<file path="config.mk">
export PLATFORM = sky130hd
export DESIGN_NAME = spi_controller_flat
export DESIGN_NICKNAME = d
export VERILOG_FILES = /design/src/rtl/spi_pkg.sv /design/src/rtl/spi_if.sv /design/src/rtl/spi_phase_timer.sv /design/src/rtl/spi_controller.sv /design/src/flat_wrapper.sv
export SDC_FILE = /design/constraint.sdc
export NUM_CORES = 1
export LEC_CHECK = 0
export CORE_MARGIN = 1
export CORE_UTILIZATION = 50
export DETAILED_ROUTE_END_ITERATION = 10
export PLACE_DENSITY = 0.74
export SYNTH_ARGS = -nofsm -noshare
export SYNTH_HDL_FRONTEND = slang
export SYNTH_SLANG_ARGS = --single-unit
</file>
<file path="constraint.sdc">
create_clock -name clk -period 5.45 [get_ports clk]
set_input_delay 0.545 -clock clk [delete_from_list [all_inputs] [get_ports clk]]
set_output_delay 0.545 -clock clk [all_outputs]
set_load 0.005 [all_outputs]
</file>
<file path="src/rtl/spi_pkg.sv">
// Shared constants and types for the SPI bring-up controller.
// Frame layout is {rw, addr[6:0], data[7:0]}, MSB first.
package spi_pkg;

  localparam int SPI_FRAME_W = 16;
  localparam int SPI_ADDR_W  = 7;
  localparam int SPI_DATA_W  = 8;

  localparam logic [SPI_ADDR_W-1:0] REG_EN_OUT_7_0  = 7'h00;
  localparam logic [SPI_ADDR_W-1:0] REG_EN_OUT_15_8 = 7'h01;
  localparam logic [SPI_ADDR_W-1:0] REG_EN_PWM_7_0  = 7'h02;
  localparam logic [SPI_ADDR_W-1:0] REG_EN_PWM_15_8 = 7'h03;
  localparam logic [SPI_ADDR_W-1:0] REG_PWM_DUTY    = 7'h04;

  typedef enum logic [2:0] {
    ST_IDLE,
    ST_SETUP,
    ST_HIGH,
    ST_LOW,
    ST_HOLD,
    ST_GAP
  } spi_ctrl_state_t;

  function automatic int max4(
    input int a,
    input int b,
    input int c,
    input int d
  );
    int m;
    m = a;
    if (b > m) m = b;
    if (c > m) m = c;
    if (d > m) m = d;
    return m;
  endfunction

endpackage

</file>
<file path="src/rtl/spi_if.sv">
// Command port between the bring-up sequencer and the SPI controller.
// valid/ready handshake; fields are latched on the accepting edge.
interface spi_cmd_if;
  import spi_pkg::*;

  logic                  valid;
  logic                  ready;
  logic                  write;
  logic [SPI_ADDR_W-1:0] addr;
  logic [SPI_DATA_W-1:0] data;

  modport master (
    output valid,
    output write,
    output addr,
    output data,
    input  ready
  );

  modport slave (
    input  valid,
    input  write,
    input  addr,
    input  data,
    output ready
  );

endinterface

</file>
<file path="src/rtl/spi_phase_timer.sv">
// Loadable down-counter timing each SPI phase.
// expired is high while the count sits at zero.
module spi_phase_timer #(
  parameter int W = 3
) (
  input  logic         clk,
  input  logic         rst_n,
  input  logic         load,
  input  logic [W-1:0] load_val,
  output logic         expired
);

  logic [W-1:0] cnt;

  always_ff @(posedge clk or negedge rst_n) begin
    if (!rst_n) begin
      cnt <= '0;
    end else if (load) begin
      cnt <= load_val;
    end else if (cnt != '0) begin
      cnt <= cnt - W'(1);
    end
  end

  assign expired = (cnt == '0);

endmodule

</file>
<file path="src/rtl/spi_controller.sv">
// SPI mode-0 write-only initiator: shifts one 16-bit frame per command.
// FSM, shifter and bit counter here; phase lengths from spi_phase_timer.
module spi_controller
  import spi_pkg::*;
#(
  parameter int HALF_PERIOD = 4,
  parameter int CS_SETUP    = 2,
  parameter int CS_HOLD     = 2,
  parameter int CS_IDLE     = 4
) (
  input  logic     clk,
  input  logic     rst_n,
  spi_cmd_if.slave cmd,
  output logic     busy,
  output logic     done,
  output logic     sclk,
  output logic     ncs,
  output logic     copi
);

  localparam int TW =
    $clog2(max4(HALF_PERIOD, CS_SETUP, CS_HOLD, CS_IDLE)) + 1;

  localparam logic [TW-1:0] T_SETUP = TW'(CS_SETUP - 1);
  localparam logic [TW-1:0] T_HALF  = TW'(HALF_PERIOD - 1);
  localparam logic [TW-1:0] T_HOLD  = TW'(CS_HOLD - 1);
  localparam logic [TW-1:0] T_IDLE  = TW'(CS_IDLE - 1);

  if (HALF_PERIOD < 3 || CS_SETUP < 1 ||
      CS_HOLD < 2 || CS_IDLE < 3) begin : g_bad_param
    $error("spi_controller: illegal timing parameter");
  end

  spi_ctrl_state_t        state;
  logic [SPI_FRAME_W-1:0] sr;
  logic [4:0]             bit_cnt;
  logic                   ready_q;
  logic                   accept;
  logic                   expired;
  logic                   tmr_load;
  logic [TW-1:0]          tmr_val;

  assign accept    = cmd.valid && ready_q;
  assign cmd.ready = ready_q;

  spi_phase_timer #(.W(TW)) u_timer (
    .clk      (clk),
    .rst_n    (rst_n),
    .load     (tmr_load),
    .load_val (tmr_val),
    .expired  (expired)
  );

  // Timer reloads on every phase change, with the next phase's length.
  always_comb begin
    tmr_load = 1'b0;
    tmr_val  = '0;
    unique case (state)
      ST_IDLE: begin
        tmr_load = accept;
        tmr_val  = T_SETUP;
      end
      ST_SETUP, ST_HIGH: begin
        tmr_load = expired;
        tmr_val  = T_HALF;
      end
      ST_LOW: begin
        tmr_load = expired;
        tmr_val  = (bit_cnt == 5'd16) ? T_HOLD : T_HALF;
      end
      ST_HOLD: begin
        tmr_load = expired;
        tmr_val  = T_IDLE;
      end
      default: ;
    endcase
  end

  always_ff @(posedge clk or negedge rst_n) begin
    if (!rst_n) begin
      state   <= ST_IDLE;
      sr      <= '0;
      bit_cnt <= '0;
      sclk    <= 1'b0;
      ncs     <= 1'b1;
      copi    <= 1'b0;
      done    <= 1'b0;
      busy    <= 1'b0;
      ready_q <= 1'b1;
    end else begin
      done <= 1'b0;
      unique case (state)
        ST_IDLE: if (accept) begin
          sr      <= {cmd.write, cmd.addr, cmd.data};
          copi    <= cmd.write;
          ncs     <= 1'b0;
          bit_cnt <= '0;
          busy    <= 1'b1;
          ready_q <= 1'b0;
          state   <= ST_SETUP;
        end
        ST_SETUP: if (expired) begin
          sclk  <= 1'b1;
          state <= ST_HIGH;
        end
        // Fall edge: present the next bit; the last bit is held.
        ST_HIGH: if (expired) begin
          sclk    <= 1'b0;
          bit_cnt <= bit_cnt + 5'd1;
          state   <= ST_LOW;
          if (bit_cnt != 5'd15) begin
            sr   <= {sr[SPI_FRAME_W-2:0], sr[SPI_FRAME_W-1]};
            copi <= sr[SPI_FRAME_W-2];
          end
        end
        ST_LOW: if (expired) begin
          if (bit_cnt == 5'd16) begin
            state <= ST_HOLD;
          end else begin
            sclk  <= 1'b1;
            state <= ST_HIGH;
          end
        end
        ST_HOLD: if (expired) begin
          ncs   <= 1'b1;
          copi  <= 1'b0;
          done  <= 1'b1;
          state <= ST_GAP;
        end
        ST_GAP: if (expired) begin
          busy    <= 1'b0;
          ready_q <= 1'b1;
          state   <= ST_IDLE;
        end
        default: state <= ST_IDLE;
      endcase
    end
  end

endmodule

</file>
<file path="src/flat_wrapper.sv">
// flat-port wrapper written by rule: the top's interface ports become plain ports
module spi_controller_flat import spi_pkg::*;
#(
  parameter int HALF_PERIOD = 4,
  parameter int CS_SETUP    = 2,
  parameter int CS_HOLD     = 2,
  parameter int CS_IDLE     = 4
)
  (clk, rst_n, busy, done, sclk, ncs, copi, cmd_valid, cmd_write, cmd_addr, cmd_data, cmd_ready);
  spi_cmd_if cmd_i ();
  input  logic clk;
  input  logic rst_n;
  output logic busy;
  output logic done;
  output logic sclk;
  output logic ncs;
  output logic copi;
  input wire logic [$bits(cmd_i.valid)-1:0] cmd_valid;
  input wire logic [$bits(cmd_i.write)-1:0] cmd_write;
  input wire logic [$bits(cmd_i.addr)-1:0] cmd_addr;
  input wire logic [$bits(cmd_i.data)-1:0] cmd_data;
  output wire logic [$bits(cmd_i.ready)-1:0] cmd_ready;
  assign cmd_i.valid = cmd_valid;
  assign cmd_i.write = cmd_write;
  assign cmd_i.addr = cmd_addr;
  assign cmd_i.data = cmd_data;
  assign cmd_ready = cmd_i.ready;
  spi_controller #(.HALF_PERIOD(HALF_PERIOD), .CS_SETUP(CS_SETUP), .CS_HOLD(CS_HOLD), .CS_IDLE(CS_IDLE)) u_core (.clk(clk), .rst_n(rst_n), .cmd(cmd_i), .busy(busy), .done(done), .sclk(sclk), .ncs(ncs), .copi(copi));
endmodule
</file>
### Word-level counts from Yosys, hierarchy flattened

Index checks and enable logic that the tools add are counted.

* bits of input ports: 19
* bits in registers: 33
* output and inout bits: 6

* equal/unequal tests: 15
* add/subtract/negate cells: 2
* multiplexer cells: 36
* reduce and logical (&&, ||, !) cells: 19

Operators by type and width (number)
* 2-to-1 mux 16 bit: 3
* case mux 16 bit (2 select lines): 1
* 2-to-1 mux 3 bit: 9
* case mux 3 bit (6 select lines): 1
* != test 2 x 1 -> 1 bit, second input constant: 7
* 2-to-1 mux 1 bit: 11
* 2-to-1 mux 5 bit: 2
* case mux 5 bit (2 select lines): 1
* AND reduction 5 bit: 2
* case mux 3 bit (3 select lines): 1
* AND reduction 3 bit: 3
* nonzero test 3 bit: 3
* case mux 1 bit (2 select lines): 4
* nonzero test 2 bit: 4
* equality test 3 x 2 -> 1 bit, second input constant: 2
* equality test 3 bit, second input constant: 2
* logical NOT 3 bit: 2
* case mux 1 bit (3 select lines): 2
* AND reduction 6 bit: 1
* adder 5 x 1 -> 5 bit, second input constant: 1
* equality test 5 bit, second input constant: 1
* != test 5 x 4 -> 1 bit, second input constant: 1
* AND reduction 4 bit: 1
* OR reduction 4 bit: 1
* other kinds (6): 6

### Logic depth before layout (Yosys ltp)

* depth after elaboration: 4
* depth in mapped cells: 8
* mapped depth without buffers: 7

### Modules after synthesis

From an unflattened synthesis, not the netlist that was laid out.

* cell total of the unflattened synthesis: 179
* area total of the unflattened synthesis: 1739.2 µm²

Modules (own cells, without submodules)
* spi_controller: instances 1, cells each 158, area each 1539.0 µm²
* spi_phase_timer: instances 1, cells each 21, area each 200.2 µm²

### Least setup slack after synthesis

OpenSTA, ideal clock, no wires.

* path kind: reg-to-reg
* start: register u_core.bit_cnt[0]
* end: register u_core.copi
* setup time: 0.128 ns
* period minus slack after synthesis: 2.025 ns
* data arrival time: 1.897 ns
* cell stages (with the launch flop): 7
* slack: 3.425 ns
* buffers on the path: 0
* required time: 5.322 ns
* cells stage by stage: dfrtp_1 ha_1 and3_1 ha_1 or4_4 a31oi_4 mux2_1

* longest elaborated chain between the ends: 3

RTL lines
* from (decl): RTL line spi_controller.sv:36 `logic [4:0] bit_cnt;`
* from (signal assigned): RTL line spi_controller.sv:109 `bit_cnt <= bit_cnt + 5'd1;`
* != test 5 x 4 -> 1 bit: RTL line spi_controller.sv:111 `if (bit_cnt != 5'd15) begin`
* != test 2 x 1 -> 1 bit (no source line)
* AND reduction 5 bit (no source line)
* to (signal assigned): RTL line spi_controller.sv:95 `copi <= cmd.write;`
* to (signal assigned): RTL line spi_controller.sv:113 `copi <= sr[SPI_FRAME_W-2];`
* to (decl): RTL line spi_controller.sv:18 `output logic copi`

No other way between the ends.
A chain may end at the register's enable or synchronous reset.

### Worst setup path after layout

* start: register u_core.u_timer.cnt[0]
* end: register u_core.copi

* longest elaborated chain between the ends: 3

RTL lines
* from (decl): RTL line spi_phase_timer.sv:13 `logic [W-1:0] cnt;`
* from (signal assigned): RTL line spi_phase_timer.sv:19 `cnt <= load_val;`
* from (signal assigned): RTL line spi_phase_timer.sv:21 `cnt <= cnt - W'(1);`
* logical NOT 3 bit (*): RTL line spi_phase_timer.sv:25 `assign expired = (cnt == '0);`
* != test 2 x 1 -> 1 bit (no source line)
* AND reduction 5 bit (no source line) (*)

Every way passes the cells marked *; elsewhere a longest branch is shown, timed or not.

==> results.json <==
{
  "outcome": "finished, final reports clean",
  "maxSlewHeadroom_pct": 36.8,
  "synthArstFlopShare_pct": 100,
  "mostFrequentLayoutCells": "31 x dfrtp_1, 24 x clkdlybuf4s50_1, 21 x nand2_1",
  "drt_iter0_drc": 84,
  "synth_top_cell_by_area": "dfrtp_1",
  "holdCritPathClass": "register to register",
  "grt_antenna_before_repair": 0,
  "initial_core_util_pct": 54.4,
  "hold_viol": 0,
  "postSynthRegisterBits": 33,
  "grt.overflow.total": 0,
  "hpwl_um": 2290,
  "timing.setup.tns_ns": 0,
  "synth_edf_count": 0,
  "detail-route-antenna-nets": 0,
  "grt_start_max_net_pins": 34,
  "num_vias": 1344,
  "crit_required_ns": 5.68,
  "p_total_uw": 457,
  "maxSlewViolCount": 0,
  "path_cells": "inv_1, ha_1, nor2b_1, nand3_1, a31oi_4, mux2_1",
  "die_w_um": 60.6,
  "skew_ns": 0.0189,
  "cts-root-buf": "clkbuf_4",
  "dpl_cell_area_sq_um": 1980,
  "cts_tree": "built",
  "drc": 0,
  "finalCritPeriodShare_pct": 45.4,
  "cts.path.max_buffers": 2,
  "worst_pin_slew_ns": 0.948,
  "crit_path_start_kind": "register",
  "portBuffers": 24,
  "synth_top_area_share_pct": 45.2,
  "powerDensity_nw_per_um2": 221,
  "core_sq_um": 3150,
  "fillers": 269,
  "num_io_pins": 25,
  "layout-drive-gt1-share_pct": 10.2,
  "avgSynthCellArea_sq_um": 9.97,
  "peakVddDrop_mv": 0.162,
  "clk_latency_ns": 0.35,
  "yosysWarnings": 0,
  "syn_area_sq_um": 1720,
  "fin_nets": 219,
  "ys.flop_type": "dfrtp_1",
  "slowest_delay_ns": 0.70,
  "clk_pin_slew_worst_paths_ns": 0.11,
  "firstDrtPassIters": 4,
  "gp_congestion": 0.803,
  "postCtsSetupRepairBufs": 0,
  "vias_per_cell": 5.60,
  "cts_sinks": 33,
  "synth_sequential_area_ratio_pct": 48.3,
  "layout_min_cycle_time_ns": 2.48,
  "grt_pass1_wl_um": 5690,
  "n_antenna_cell": 0,
  "routedWlPerCell_um": 13.4,
  "crit_slowest_cell": "nor2b_1",
  "critPathMaxFanout": 12,
  "grt_pass1_vias": 1218,
  "ys_types": 43,
  "path_class": "register to register",
  "grt_usage_pct": 21.6,
  "synth.area.top_cells": "dfrtp_1 45%, mux2i_1 9.3%, o21ai_0 5.8%, nand2_1 4.6%, ha_1 3.6%",
  "cts-htree-levels": 2,
  "finalWirelength_um": 3230,
  "rsz0062_at_grt": "false",
  "holdWs_ns": 0.472,
  "max_freq_ghz": 0.404,
  "final_cell_area_sq_um": 2070,
  "syn_nets": 196,
  "power.leakage_uw": 0.00102,
  "layout_commonest_cell": "dfrtp_1",
  "max_cap_violations": 0,
  "die_h_um": 60.6,
  "die-area_sq_um": 3670,
  "cts_resized": 0,
  "rows": 20,
  "final_core_util_pct": 65.6,
  "cts_hold_buf": 0,
  "critPathArrivalTime_ns": 2.70,
  "postSynthCellCount": 172,
  "finalSetupViolCount": 0,
  "endpoint_kind": "register",
  "synthToLayoutAreaGrowth_pct": 20.6,
  "cts_buffers": 5
}
==> worst paths after layout <==
path | cells past startpoint | from | to | slack, ns
worst min-delay path | 2 | u_core.ncs | u_core.ncs | 0.47
worst max-delay path | 6 | u_core.u_timer.cnt[0] | u_core.copi | 2.97
min in group asynchronous | 2 | rst_n | u_core.u_timer.cnt[0] | 0.57
worst min register to register | 2 | u_core.ncs | u_core.ncs | 0.47
worst max register to register | 6 | u_core.u_timer.cnt[0] | u_core.copi | 2.97
max in group asynchronous | 2 | rst_n | u_core.ncs | 4.53
==> per-layer routing <==
metal	GRT usage (%)	part of all wire, %
met4	7.47	1.6
met1	29.8	48
met2	32.3	46
met5	0	0
met3	6.61	4.6
==> through the flow <==
stage	worst slack, ns	std cells
6_report	2.97	240
5_1_grt	2.74	240
3_5_place_dp	2.96	232
4_1_cts	3.01	240
3_3_place_gp	3.06	232
2_1_floorplan	3.43	172
==> cells by family (layout without fill, tap and decap cells) <==
| kind of cell | after synthesis | after routing | share of synthesized area (%) |
|---|---|---|---|
| muxes | 17 | 17 | 9.99 |
| adders and majority gates | 5 | 5 | 3.65 |
| buffers and inverters | 19 | 43 | 5.11 |
| and+or+nand+nor | 51 | 51 | 15.0 |
| AOI/OAI and AO/OA | 45 | 45 | 17.0 |
| xor gates and xnor gates | 2 | 2 | 1.02 |
| DFF | 33 | 33 | 48.3 |
==> Yosys cell counts (4+ instances only) <==
library cell  count
nor2_1           11
inv_1             8
buf_2             5
ha_1              5
clkbuf_1          4
nand3_1           5
nand2_1          21
a21oi_1           6
dfrtp_1          31
mux2i_1          16
o21ai_0          20
==> cell type report <==
class,count,area [sq um],share of cell area [%]
Clock buffer,7,55.1,2.66
Clock inverter,1,30.0,1.45
Inverter,9,36.3,1.75
Multi-Input combinational cell,120,808,39.1
Sequential cell,33,828,40.0
Tap cell,44,55.1,2.66
Timing Repair Buffer,26,255,12.3
==> power by group <==
| group | internal (uW) | switching (uW) |
|---|---|---|
| combinational | 11.9 | 6.77 |
| sequential | 245 | 0 |
| clock | 110 | 83.8 |
==> flip-flops by register name (all words and copies together) (netlist names) <==
| register | cells |
|---|---|
| u_core.u_timer.cnt | 3 |
| u_core.sr | 16 |
| u_core.ncs | 1 |
| u_core.sclk | 1 |
| u_core.copi | 1 |
| u_core.bit_cnt | 5 |
| u_core.cmd.ready | 1 |
| u_core.done | 1 |
| u_core.busy | 1 |
| u_core.state | 3 |
==> critical path, delay by kind of cell (launching register included) <==
kind / cells / cell delay (ns)
flip-flops: 1 / 0.39
multiplexers: 1 / 0.34
adder cells (fa/ha/maj): 1 / 0.22
buffers and inverters: 1 / 0.12
AND/OR/NAND/NOR: 2 / 1.02
AO/OA/AOI/OAI: 1 / 0.26
Note: power is estimated with default switching activity, not from simulation.
